==> src/rtl/mem_arb_pkg.sv <==
// Shared types for the instruction/data memory port arbiter.
package mem_arb_pkg;

  typedef enum logic [1:0] {
    IDLE   = 2'd0,
    ACCESS = 2'd1,
    WAIT   = 2'd2,
    RESP   = 2'd3
  } arb_state_t;

  typedef enum logic {
    REQ_FETCH = 1'b0,
    REQ_DATA  = 1'b1
  } req_id_t;

endpackage

==> src/rtl/arb_rr2.sv <==
// Two-requester round-robin picker: on a tie the requester not granted last wins.
module arb_rr2
  import mem_arb_pkg::*;
(
  input  logic    req_fetch,
  input  logic    req_data,
  input  req_id_t last_grant,
  output logic    any_req,
  output req_id_t winner
);

  // Pick a winner; a lone requester always wins, a tie alternates on last_grant
  always_comb begin
    any_req = req_fetch | req_data;
    winner  = REQ_FETCH;
    if (req_fetch && req_data) begin
      winner = (last_grant == REQ_DATA) ? REQ_FETCH : REQ_DATA;
    end else if (req_data) begin
      winner = REQ_DATA;
    end
  end

endmodule

==> src/rtl/mem_port_arbiter.sv <==
// Shares the single-ported memory between instruction fetch and load/store,
// one transaction at a time, with a fixed read latency and registered outputs.
module mem_port_arbiter
  import mem_arb_pkg::*;
#(
  parameter int ADDR_W    = 32,
  parameter int DATA_W    = 32,
  parameter int READ_WAIT = 2
) (
  input  logic              clock,
  input  logic              reset,
  input  logic              if_req,
  input  logic [ADDR_W-1:0] if_addr,
  output logic              if_grant,
  output logic              if_valid,
  output logic [DATA_W-1:0] if_rdata,
  input  logic              d_req,
  input  logic              d_we,
  input  logic [ADDR_W-1:0] d_addr,
  input  logic [DATA_W-1:0] d_wdata,
  output logic              d_grant,
  output logic              d_valid,
  output logic [DATA_W-1:0] d_rdata,
  output logic [ADDR_W-1:0] mem_addr,
  output logic [DATA_W-1:0] mem_wdata,
  output logic              mem_wr,
  input  logic [DATA_W-1:0] mem_rdata,
  output logic              busy,
  output logic [1:0]        state_out
);

  localparam int CNT_W = (READ_WAIT > 1) ? $clog2(READ_WAIT) : 1;

  arb_state_t       state;
  req_id_t          last_grant;
  req_id_t          owner;
  req_id_t          winner;
  logic             any_req;
  logic             lat_we;
  logic [CNT_W-1:0] wait_cnt;

  arb_rr2 u_rr (
    .req_fetch  (if_req),
    .req_data   (d_req),
    .last_grant (last_grant),
    .any_req    (any_req),
    .winner     (winner)
  );

  assign busy      = (state != IDLE);
  assign state_out = state;

  // Transaction sequencer: every output is set on the edge that enters the state it belongs to
  always_ff @(posedge clock or posedge reset) begin
    if (reset) begin
      state      <= IDLE;
      last_grant <= REQ_DATA;
      owner      <= REQ_FETCH;
      lat_we     <= 1'b0;
      wait_cnt   <= '0;
      if_grant   <= 1'b0;
      if_valid   <= 1'b0;
      if_rdata   <= '0;
      d_grant    <= 1'b0;
      d_valid    <= 1'b0;
      d_rdata    <= '0;
      mem_addr   <= '0;
      mem_wdata  <= '0;
      mem_wr     <= 1'b0;
    end else begin
      if_grant <= 1'b0;
      d_grant  <= 1'b0;
      if_valid <= 1'b0;
      d_valid  <= 1'b0;
      mem_wr   <= 1'b0;
      case (state)
        IDLE: begin
          if (any_req) begin
            owner      <= winner;
            last_grant <= winner;
            state      <= ACCESS;
            if (winner == REQ_DATA) begin
              mem_addr  <= d_addr;
              mem_wdata <= d_wdata;
              mem_wr    <= d_we;
              lat_we    <= d_we;
              d_grant   <= 1'b1;
            end else begin
              mem_addr  <= if_addr;
              mem_wdata <= '0;
              lat_we    <= 1'b0;
              if_grant  <= 1'b1;
            end
          end
        end
        ACCESS: begin
          if (lat_we) begin
            d_valid <= 1'b1;
            state   <= RESP;
          end else begin
            wait_cnt <= CNT_W'(READ_WAIT - 1);
            state    <= WAIT;
          end
        end
        WAIT: begin
          if (wait_cnt == '0) begin
            if (owner == REQ_DATA) begin
              d_rdata <= mem_rdata;
              d_valid <= 1'b1;
            end else begin
              if_rdata <= mem_rdata;
              if_valid <= 1'b1;
            end
            state <= RESP;
          end else begin
            wait_cnt <= wait_cnt - CNT_W'(1);
          end
        end
        RESP: begin
          state <= IDLE;
        end
        default: begin
          state <= IDLE;
        end
      endcase
    end
  end

endmodule

==> config.mk <==
export PLATFORM = sky130hd
export DESIGN_NAME = mem_port_arbiter
export DESIGN_NICKNAME = d
export VERILOG_FILES = /design/src/rtl/mem_arb_pkg.sv /design/src/rtl/arb_rr2.sv /design/src/rtl/mem_port_arbiter.sv
export SDC_FILE = /design/constraint.sdc
export NUM_CORES = 1
export LEC_CHECK = 0
export BUFFER_PORTS_ARGS = -buffer_cell sky130_fd_sc_hd__buf_2
export CAP_MARGIN = 10
export CORE_MARGIN = 2
export CORE_UTILIZATION = 49
export CTS_CLUSTER_SIZE = 12
export DETAILED_ROUTE_END_ITERATION = 8
export PLACE_DENSITY = 0.82
export SYNTH_ARGS = -nofsm -noshare
export SYNTH_HDL_FRONTEND = slang
export SYNTH_SLANG_ARGS = --single-unit
==> constraint.sdc <==
create_clock -name clock -period 9.15 [get_ports clock]
set_clock_uncertainty 0.15 [all_clocks]
set_input_delay 1.83 -clock clock [delete_from_list [all_inputs] [get_ports clock]]
set_output_delay 1.83 -clock clock [all_outputs]
set_load 0.01 [all_outputs]
Word-level counts from Yosys, hierarchy flattened --
Cells that the tools add are included.
Operators by class: reductions and logical operators 9, $add $sub $neg 1, bitwise gates (word level) 3, mux-type cells 28, equality and inequality tests 6
Operators with widths (number):
- $mux W32 | 2
- $mux W1 | 21
- $pmux W2 S4 | 1
- $ne A2 B2 Y1 const B | 3
- $reduce_and A2 Y1 | 3
- $reduce_and A3 Y1 | 2
- $eq A2 B2 Y1 const B | 2
- $mux W2 | 2
- $pmux W1 S2 | 2
- $reduce_bool A2 Y1 | 2
- $eq A2 B1 Y1 const B | 1
- $logic_not A2 Y1 | 1
- $not A1 Y1 | 2
- $logic_and A1 B1 Y1 | 1
- $or A1 B1 Y1 | 1
- $sub A1 B1 Y1 const B | 1
Word-level totals: word-level logic and storage cells 61, register bits 139, bits of input ports 133, output and inout bits 136

Depth between registers and ports, before layout --
Gate-level depths: netlist (run 1).
depth in word-level cells 5, mapped depth 7, mapped depth without buffers 5

Modules after synthesis --
Synthesis (run 1) repeated with hierarchy kept, for this count alone.
Unflattened totals: cells, all modules 457, area total of the unflattened synthesis 5585.4 um^2
Modules (own cells, without submodules):
- mem_port_arbiter | area each 5571.6 um^2, seq. area each 3479.6 um^2, cells each 455, times used 1
- arb_rr2 | area each 13.8 um^2, seq. area each 0.0 um^2, cells each 2, times used 1

Worst setup path after synthesis (run 1) --
No wires, ideal clock.
kind input-to-reg, start point in if_req, end point reg mem_addr[10], path buffers 1, data required time 8.874 ns, stages 4, path slack 6.308 ns, library setup time 0.126 ns, data arrival time 2.566 ns, path through and2_1 -> clkbuf_1 -> and3_1 -> a221o_1
On the way: longest elaborated chain between the ends 3, elaborated cells on any way between the ends 5, classes of those cells 2 x mux; 1 x bitwise; 2 x reduce/logical
RTL lines:
- from (decl) | line mem_port_arbiter.sv:12 | input logic if_req,
- $logic_and A1 B1 Y1 | line arb_rr2.sv:16 | if (req_fetch && req_data) begin
- $mux W1 | line arb_rr2.sv:16
- $mux W32 | line mem_port_arbiter.sv:82 | if (winner == REQ_DATA) begin
- to (signal assigned) | line mem_port_arbiter.sv:83 | mem_addr <= d_addr;
- to (signal assigned) | line mem_port_arbiter.sv:89 | mem_addr <= if_addr;
- to (decl) | line mem_port_arbiter.sv:24 | output logic [ADDR_W-1:0] mem_addr,
Parallel ways exist; a longest one is shown, timed or not. A chain may end at the register's enable or synchronous reset.

Final worst setup path (run 1) --
start point reg state[0], in the netlist state_out[0], end point out busy
On the way: longest elaborated chain between the ends 1
RTL lines:
- from (decl) | line mem_port_arbiter.sv:34 | arb_state_t state;
- from (signal assigned) | line mem_port_arbiter.sv:56 | state <= IDLE;
- from (signal assigned) | line mem_port_arbiter.sv:81 | state <= ACCESS;
- from (signal assigned) | line mem_port_arbiter.sv:99 | state <= RESP;
- $reduce_bool A2 Y1 | line mem_port_arbiter.sv:50 | assign busy = (state != IDLE);
- to (decl) | line mem_port_arbiter.sv:28 | output logic busy,
Every way passes these cells.

==> results of run 1 <==
==> worst max-delay path, stage by stage, from the launching register on <==
cell and delay, ns:
dfrtp_1 0.40, inv_1 0.12, ha_1 0.30, inv_1 0.08
buf_2 0.15
==> kinds of logic after synthesis <==
logic type	share of synthesized area, %
AO/OA/AOI/OAI	12.4
buffers and inverters	2.92
AND/OR/NAND/NOR	5.05
adder cells (fa/ha/maj)	0.695
flip-flops	64.4
multiplexers	14.4
==> per-layer routing <==
layer,GRT usage [%],vias to the layer above,wire [um]
met1,26.4,2062,5330
met3,7.59,10,1070
met2,41.2,196,7170
met5,0,-,0
li1,-,1877,-
met4,6.23,0,145
==> cell usage in the layout, fill, tap and decap left out, types with 2 or more instances in the layout <==
master	count
bufinv_16	4
a21o_1	2
and3_1	32
inv_6	2
a221o_1	32
inv_1	4
dfrtp_1	138
mux2_2	55
clkbuf_16	16
buf_2	268
clkinv_4	4
nand2_1	4
clkbuf_8	2
buf_4	4
ha_1	3
and2_1	3
clkinvlp_4	3
mux2_4	10
a22o_1	33
a21oi_1	2
==> through the flow <==
| stage | cell area (um^2) | utilization [%] |
|---|---|---|
| 6_report | 7450 | 69.1 |
| 5_1_grt | 7450 | 69.1 |
| 4_1_cts | 7450 | 69.1 |
| 3_5_place_dp | 6830 | 63.3 |
| 3_3_place_gp | 6830 | 63.3 |
| 2_1_floorplan | 5400 | - |
==> where the power goes <==
| group | switching, mW | leakage, nW | internal, mW | total (mW) |
|---|---|---|---|---|
| clock | 0.256 | 0.295 | 0.452 | 0.708 |
| sequential | 0.173 | 1.71 | 0.917 | 1.09 |
| combinational | 0.518 | 1.95 | 0.538 | 1.06 |
==> final cells by class <==
class | count | area (um^2)
clock buffer | 19 | 432
clock inverter | 13 | 191
fill | 750 | 3340
inverter | 5 | 23.8
multi-input combinational | 186 | 1780
sequential | 139 | 3480
tap | 140 | 175
timing repair buffer | 272 | 1370
==> state kept, by name (all words and copies together), names as in the netlist <==
| signal | count |
|---|---|
| d_rdata | 32 |
| if_rdata | 32 |
| mem_addr | 32 |
| mem_wdata | 32 |
| state_out | 2 |
| d_grant | 1 |
| d_valid | 1 |
| if_grant | 1 |
| if_valid | 1 |
| last_grant | 1 |
| lat_we | 1 |
| mem_wr | 1 |
| owner | 1 |
| wait_cnt | 1 |
==> worst paths after layout <==
check | start | endpoint | cells after the start
worst max-delay path | state_out[0] | busy | 4
worst min-delay path | mem_wdata[22] | mem_wdata[22] | 1
worst max register to register | state_out[0] | mem_addr[1] | 6
worst min register to register | mem_wdata[22] | mem_wdata[22] | 1
max in group asynchronous | reset | d_rdata[21] | 3
min in group asynchronous | reset | mem_wdata[13] | 2
==> run summary, run 1 <==
status = finished clean
Routed wire per std cell = 17.7 um
FMAX = 282 MHz
maximum VDD drop = 0.000171 V
Post-CTS Resized = 0
gp weighted congestion = 0.770
r2r setup slk = 6.61 ns
cell count after synthesis = 356
area share of the largest cell type after synthesis = 64.0%
final hold slack = 0.350 ns
CTS tree = yes
most frequent cell after synthesis = dfrtp_1
Final period util = 38.7%
Starting Density = 50.0%
layout cell share with drive strength beyond 1 = 59.1%
die height = 109 um
Required @ worst endpoint = 7.17 ns
vias in the first global route = 4218
ys flop type = dfrtp_1
Layout Cells excl Fill = 774
Rows = 38
final setup TNS = 0 ns
Clock Tree Root = clkbuf_8
Yosys cell types = 27
drt pass-1 iters = 4
clock sink count = 139
Remaining DRCs = 0
Remaining Overflow, GRT = 0
Setup Viol. Count Final = 0
Post-Syn Nets = 492
Slew Limit Headroom = 38.1%
syn avg cell area = 15.2 um^2
antenna violations before repair = 0
worst-margin pin slew = 0.929 ns
insertion delay of the later-clocked pin in the worst-skew pair = 0.51 ns
Fin. Hold Viols = 0
IO Count = 269
worst hold-check path type = register to register
Post-synth top cells = 138 x dfrtp_1, 55 x mux2_2, 33 x a22o_1
Detailed Place HPWL = 9750 um
Synth area leaders = dfrtp_1 64%, mux2_2 11%, a221o_1 5.9%
Die Outline Area = 0.0119 mm^2
clock buffer depth = 2
Antenna Nets Post-Route = 0
Async S/R FF share, synth = 100%
via/cell ratio = 5.36
max cap viols = 0
CTS Buf Count = 17
detailed-route wire length = 13700 um
critical path class = register to output port
crit path DAT = 1.56 ns
PnR worst setup slack = 5.61 ns
Synth Register Bits = 139
Ant. Diodes = 0
clock-pin slew on the worst setup and hold paths = 0.06 ns
Leak = 3.96 nW
count of flip-flops with a built-in enable after synthesis = 0
Post-CTS Setup Bufs = 0
Die W = 109 um
RSZ-0062 raised after global routing = false
post-route total power = 2.85 mW
CP Capture Type = output port
Ys Warns = 0
Tot GR Track Use = 23.0%
nets = 757
register area share after synthesis = 64.4%
first-pass GRT wire length = 20600 um
core area = 0.0108 mm^2
Setup WS pre-CTS = 5.49 ns
Max H-tree Level = 4
Final Critical Period = 3.54 ns
PwrDens = 383 mW/mm^2
CP Max Fanout = 6
routed vias = 4145
PortBufs = 268
DR iter-0 viols = 285
P&R area growth vs syn = 38.1%
critical path launch point type = register
cell taking the most area after synthesis = dfrtp_1
Mapped Area = 0.00540 mm^2
largest net degree at the start of global routing = 74
Hold-fix buffers, CTS = 0
Slew Limit Fails = 0
placed cell count = 742
No activity file was read; power rests on OpenSTA's default activity.
==> run 2, diff against run 1 <==
CORE_UTILIZATION = 41   (was 49)
PLACE_DENSITY = 0.73   (was 0.82)
clock period = 3.25 ns   (was 9.15 ns; I/O delays follow)
==> run 2 against run 1 <==
  * Routed wire length is 1.7% lower
  * Combinational power increased to 2.8 times the previous value
  * First-iteration DRC count decreased by 27%
  * Design area grew 1.1%
  * Cell count increased by 4.5%
==> run summary, run 2 (synthesis results as in run 1) <==
PortBufs = 268
Leak = 3.99 nW
Setup Viol. Count Final = 0
commonest non-fill, non-tap cell in the layout = buf_2
r2r setup slk = 0.96 ns
clock buffer depth = 2
worst hold-check path type = primary input to async pin
CTS tree = yes
RSZ-0062 raised after global routing = false
Ant. Diodes = 0
core area = 0.0127 mm^2
Detailed Place HPWL = 9810 um
first-pass GRT wire length = 21500 um
clock-pin slew on the worst setup and hold paths = 0.06 ns
FMAX = 436 MHz
antenna violations before repair = 0
Hold-fix buffers, CTS = 0
post-route total power = 8.02 mW
max cap viols = 0
largest stage delay on the critical path = 0.40 ns
Routed wire per std cell = 16.7 um
DR iter-0 viols = 208
cell chain of the critical path = inv_1 -> ha_1 -> inv_1 -> buf_2
IO Count = 269
layout cell share with drive strength beyond 1 = 59.0%
detailed-route wire length = 13500 um
Clock Tree Root = clkbuf_16
via/cell ratio = 5.07
register share of total power = 38.0%
gp weighted congestion = 0.788
CP Max Fanout = 6
crit path DAT = 1.49 ns
Slew Limit Fails = 0
Required @ worst endpoint = 2.45 ns
drt pass-1 iters = 4
buffer and inverter count on the worst path = 3
Rows = 41
worst-margin pin slew = 0.981 ns
status = finished clean
Tot GR Track Use = 19.3%
Die W = 119 um
PwrDens = 1060 mW/mm^2
Comb power frac = 37.0%
nets = 760
P&R area growth vs syn = 39.6%
commonest cells after routing, fill and taps aside = 268 x buf_2, 138 x dfrtp_1, 55 x mux2_2, 33 x a22o_1
largest net degree at the start of global routing = 71
CP top delay family = flip-flops
routed vias = 4105
CTS Buf Count = 17
switching part of the total = 32.5%
CP dominant cell by count = inv_1
Starting Density = 42.4%
Max H-tree Level = 4
CP Capture Type = output port
Slew Limit Headroom = 34.6%
Final Critical Period = 2.29 ns
CP max-delay cell = dfrtp_1
critical path class = register to output port
Post-CTS Setup Bufs = 0
Remaining DRCs = 0
Post-CTS Resized = 0
vias in the first global route = 4179
maximum VDD drop = 0.000390 V
Antenna Nets Post-Route = 0
Die Outline Area = 0.0141 mm^2
Remaining Overflow, GRT = 0
insertion delay of the later-clocked pin in the worst-skew pair = 0.40 ns
critical path launch point type = register
final setup TNS = 0 ns
Pint = 5.42 mW
Final period util = 70.5%
Fin. Hold Viols = 0
die height = 119 um
net switching power = 2.60 mW
clock sink count = 139
clock power share = 25.1%
run 2: final cells by class:
cell class | instances | area, um^2
inverters | 5 | 22.5
flip-flops and latches | 139 | 3480
clock buffers | 21 | 450
repair buffers | 275 | 1420
fillers | 1038 | 5190
multi-input cells | 186 | 1780
clock inverters | 11 | 169
well taps | 172 | 215
run 2: through the flow:
stage	setup WS (ns)	cell area (um^2)	hold WS [ns]	instances	util, %
after floorplan	0.716	5400	0.323	356	-
after global placement	1.01	6920	0.333	777	54.4
after detailed placement	0.884	6920	0.336	777	54.4
after CTS	0.869	7540	0.135	809	59.2
after global routing	0.779	7540	0.166	809	59.2
final	0.958	7540	0.142	809	59.2
run 2: worst register-to-register path: stages, from the launching register on:
cell and delay [ns]:
dfrtp_1 0.39, inv_1 0.12, ha_1 0.25, nand3_2 0.68
mux2_2 0.58
run 2: metal layers:
| layer | wire, um | up-vias | track usage, % |
|---|---|---|---|
| li1 | - | 1875 | - |
| met1 | 5590 | 1999 | 24.2 |
| met2 | 6610 | 211 | 31.8 |
| met3 | 1010 | 20 | 5.45 |
| met4 | 272 | 0 | 7.29 |
| met5 | 0 | - | 0 |
run 2: worst paths after layout:
kind / start / to / cells past startpoint
setup / recovery: state_out[1] / busy / 4
max in group asynchronous: reset / last_grant / 3
setup reg to reg: state_out[0] / d_rdata[14] / 4
min in group clock: d_wdata[14] / mem_wdata[14] / 2
hold reg to reg: mem_wdata[10] / mem_wdata[10] / 1
hold / removal: reset / mem_wdata[10] / 2
run 2: power groups by stage:
stage | clock [mW] | combinational, mW | sequential [mW]
3_3_place_gp | 0 | 2.93 | 3.03
5_1_grt | 2.15 | 3.21 | 3.15
3_5_place_dp | 0 | 3.01 | 3.06
2_1_floorplan | 0 | 1.40 | 3.41
4_1_cts | 2.07 | 3.01 | 3.05
6_report | 2.01 | 2.97 | 3.05
==> run 3, diff against run 2 <==
ABC_AREA = 1   (was unset)
CORE_UTILIZATION = 42   (was 41)
clock period = 2 ns   (was 3.25 ns; I/O delays follow)
==> run 3 against run 2 <==
  * Routed wire length up 12%
  * Non-clock buffer count up 9
  * Critical path depth unchanged
  * Cell count up 31%
  * Highest routed layer unchanged
==> run summary, run 3 <==
status = finished clean
cell count after synthesis = 609
PortBufs = 268
Final Critical Period = 1.91 ns
net switching power = 4.83 mW
number of fill cells = 1204
Starting Density = 42.8%
Detailed Place HPWL = 10600 um
final hold slack = 0.0255 ns
Required @ worst endpoint = 1.45 ns
Final period util = 95.4%
Die Outline Area = 0.0144 mm^2
die height = 120 um
CP Max Fanout = 5
largest net degree at the start of global routing = 77
R2R depth = 8
max cap viols = 0
Synth Register Bits = 139
post-route total power = 13.0 mW
largest stage delay on the critical path = 0.42 ns
Synth area leaders = dfrtp_1 61%, nand2_1 14%, nand3_1 6.0%
core area = 0.0132 mm^2
Hold Path Cell Cnt = 3
placed inst area = 0.00717 mm^2
routed vias = 5133
CP Capture Type = output port
Post-Syn Nets = 745
Hold Crit Start = d_wdata[14]
cell chain of the critical path = inv_1 -> ha_4 -> inv_2 -> buf_2
Leak = 4.40 nW
commonest non-fill, non-tap cell in the layout = buf_2
gp weighted congestion = 0.816
ys flop type = dfrtp_1
clock-pin slew on the worst setup and hold paths = 0.06 ns
cell taking the most area after synthesis = dfrtp_1
CP top delay family = flip-flops
clock sink count = 139
Setup Viol. Count Final = 0
count of flip-flops with a built-in enable after synthesis = 0
clock buffer depth = 2
hold endpoint = mem_wdata[14]
Antenna Nets Post-Route = 0
final setup TNS = 0 ns
most frequent cell after synthesis = nand2_1
detailed-route wire length = 15100 um
nets = 1007
Slew Limit Headroom = 60.8%
layout cell share with drive strength beyond 1 = 36.8%
Pint = 8.20 mW
Clock Tree Root = clkbuf_16
DR iter-0 viols = 442
Slew Limit Fails = 0
via/cell ratio = 4.84
FMAX = 524 MHz
clock power share = 25.5%
syn avg cell area = 9.27 um^2
area share of the largest cell type after synthesis = 61.1%
insertion delay of the later-clocked pin in the worst-skew pair = 0.41 ns
Remaining Overflow, GRT = 0
Reg2Reg Capture Point = mem_wdata[5]
Yosys cell types = 22
PwrDens = 1670 mW/mm^2
RSZ-0062 raised after global routing = false
maximum VDD drop = 0.000644 V
Routed wire per std cell = 14.2 um
Async S/R FF share, synth = 100%
r2r setup slk = 0.22 ns
Post-synth top cells = 208 x nand2_1, 138 x dfrtp_1, 68 x nand3_1
Mapped Area = 0.00565 mm^2
drt pass-1 iters = 4
switching part of the total = 37.1%
CP max-delay cell = dfrtp_1
CTS tree = yes
antenna violations before repair = 0
Comb power frac = 37.3%
R2R Path Start = state_out[0]
Ys Warns = 0
IO Count = 269
Tot GR Track Use = 21.4%
Critical Path Stages = 4
critical path class = register to output port
Rows = 42
Fin. Hold Viols = 0
critical path launch point type = register
P&R area growth vs syn = 38.6%
post-route cell area = 0.00783 mm^2
worst hold-check path type = primary input to register
worst-margin pin slew = 0.586 ns
register area share after synthesis = 61.6%
Die W = 120 um
Ant. Diodes = 0
vias in the first global route = 4964
Remaining DRCs = 0
Max H-tree Level = 4
buffer and inverter count on the worst path = 3
crit path DAT = 1.36 ns
CTS Buf Count = 17
register share of total power = 37.2%
first-pass GRT wire length = 24300 um
commonest cells after routing, fill and taps aside = 268 x buf_2, 208 x nand2_1, 138 x dfrtp_1, 66 x nand3_1, 66 x o21ai_0
-- run 3: cell types whose count changed after synthesis, sizes merged, moves of 2 or more --
cell,change
a21o,-2
a221o,-32
a22o,-33
and2,-3
and3,-32
buf,+11
clkbuf,+4
inv,+38
mux2,-65
nand2,+206
nand3,+67
nand4,+32
nor2,+2
o21ai,+67
-- run 3: worst max-delay path by stage --
stage / from / end / slack [ns]
after floorplan: reset / d_grant / -0.28
after global placement: state_out[0] / state_out[0] / 0.27
after detailed placement: state_out[0] / state_out[0] / 0.21
after CTS: state_out[0] / busy / 0.03
after global routing: state_out[0] / busy / 0.03
final: state_out[0] / busy / 0.09
-- run 3: metal layers --
metal  up-vias  share of wire [%]  track usage, %
li1       2500                  -               -
met1      2365                 41            27.1
met3        24                8.9            7.03
met2       244                 48            34.2
met5         -                  0               0
met4         0                2.2            7.87
-- run 3: cell families (layout without fill, tap and decap cells) --
kind of cell / Yosys count / count (layout) / share of synthesized area [%]
AO/OA/AOI/OAI: 70 / 70 / 6.27
buffers and inverters: 84 / 359 / 7.09
adder cells (fa/ha/maj): 3 / 3 / 0.665
flip-flops: 139 / 139 / 61.6
AND/OR/NAND/NOR: 313 / 313 / 24.4
-- run 3: final cells by class --
class,instances,area (um^2),share of cell area (%)
sequential,139,3480,44.5
multi-input combinational,386,1800,23.0
timing repair buffer,284,1540,19.7
clock buffer,19,433,5.53
tap,176,220,2.81
clock inverter,13,191,2.45
inverter,43,165,2.11
-- run 3: power by group through the flow --
| stage | sequential, mW | clock [mW] | combinational, mW |
|---|---|---|---|
| after floorplan | 5.42 | 0 | 2.25 |
| after global placement | 4.83 | 0 | 4.79 |
| after detailed placement | 4.85 | 0 | 4.90 |
| after CTS | 4.84 | 3.40 | 4.91 |
| after global routing | 4.99 | 3.54 | 5.47 |
| final | 4.85 | 3.32 | 4.86 |
-- run 3: what timing repair did --
action,4_1_cts,5_1_grt
setup buffers,1,0
endpoints found under the hold margin,119,0
endpoints found under the setup margin,1,1
hold buffers,1,0
gates resized for setup,1,1
-- run 3: tightest hold or removal path: stages --
cell	delay, ns
buf_2	0.07
nand2_1	0.04
nand2_1	0.04
-- run 3: metrics by stage --
stage	worst slack (ns)	util [%]	cells
finish	0.0911	59.3	1060
global route	0.0275	59.3	1060
CTS	0.0312	59.3	1060
detailed placement	0.212	54.4	1026
global placement	0.269	54.4	1026
floorplan	-0.284	-	609
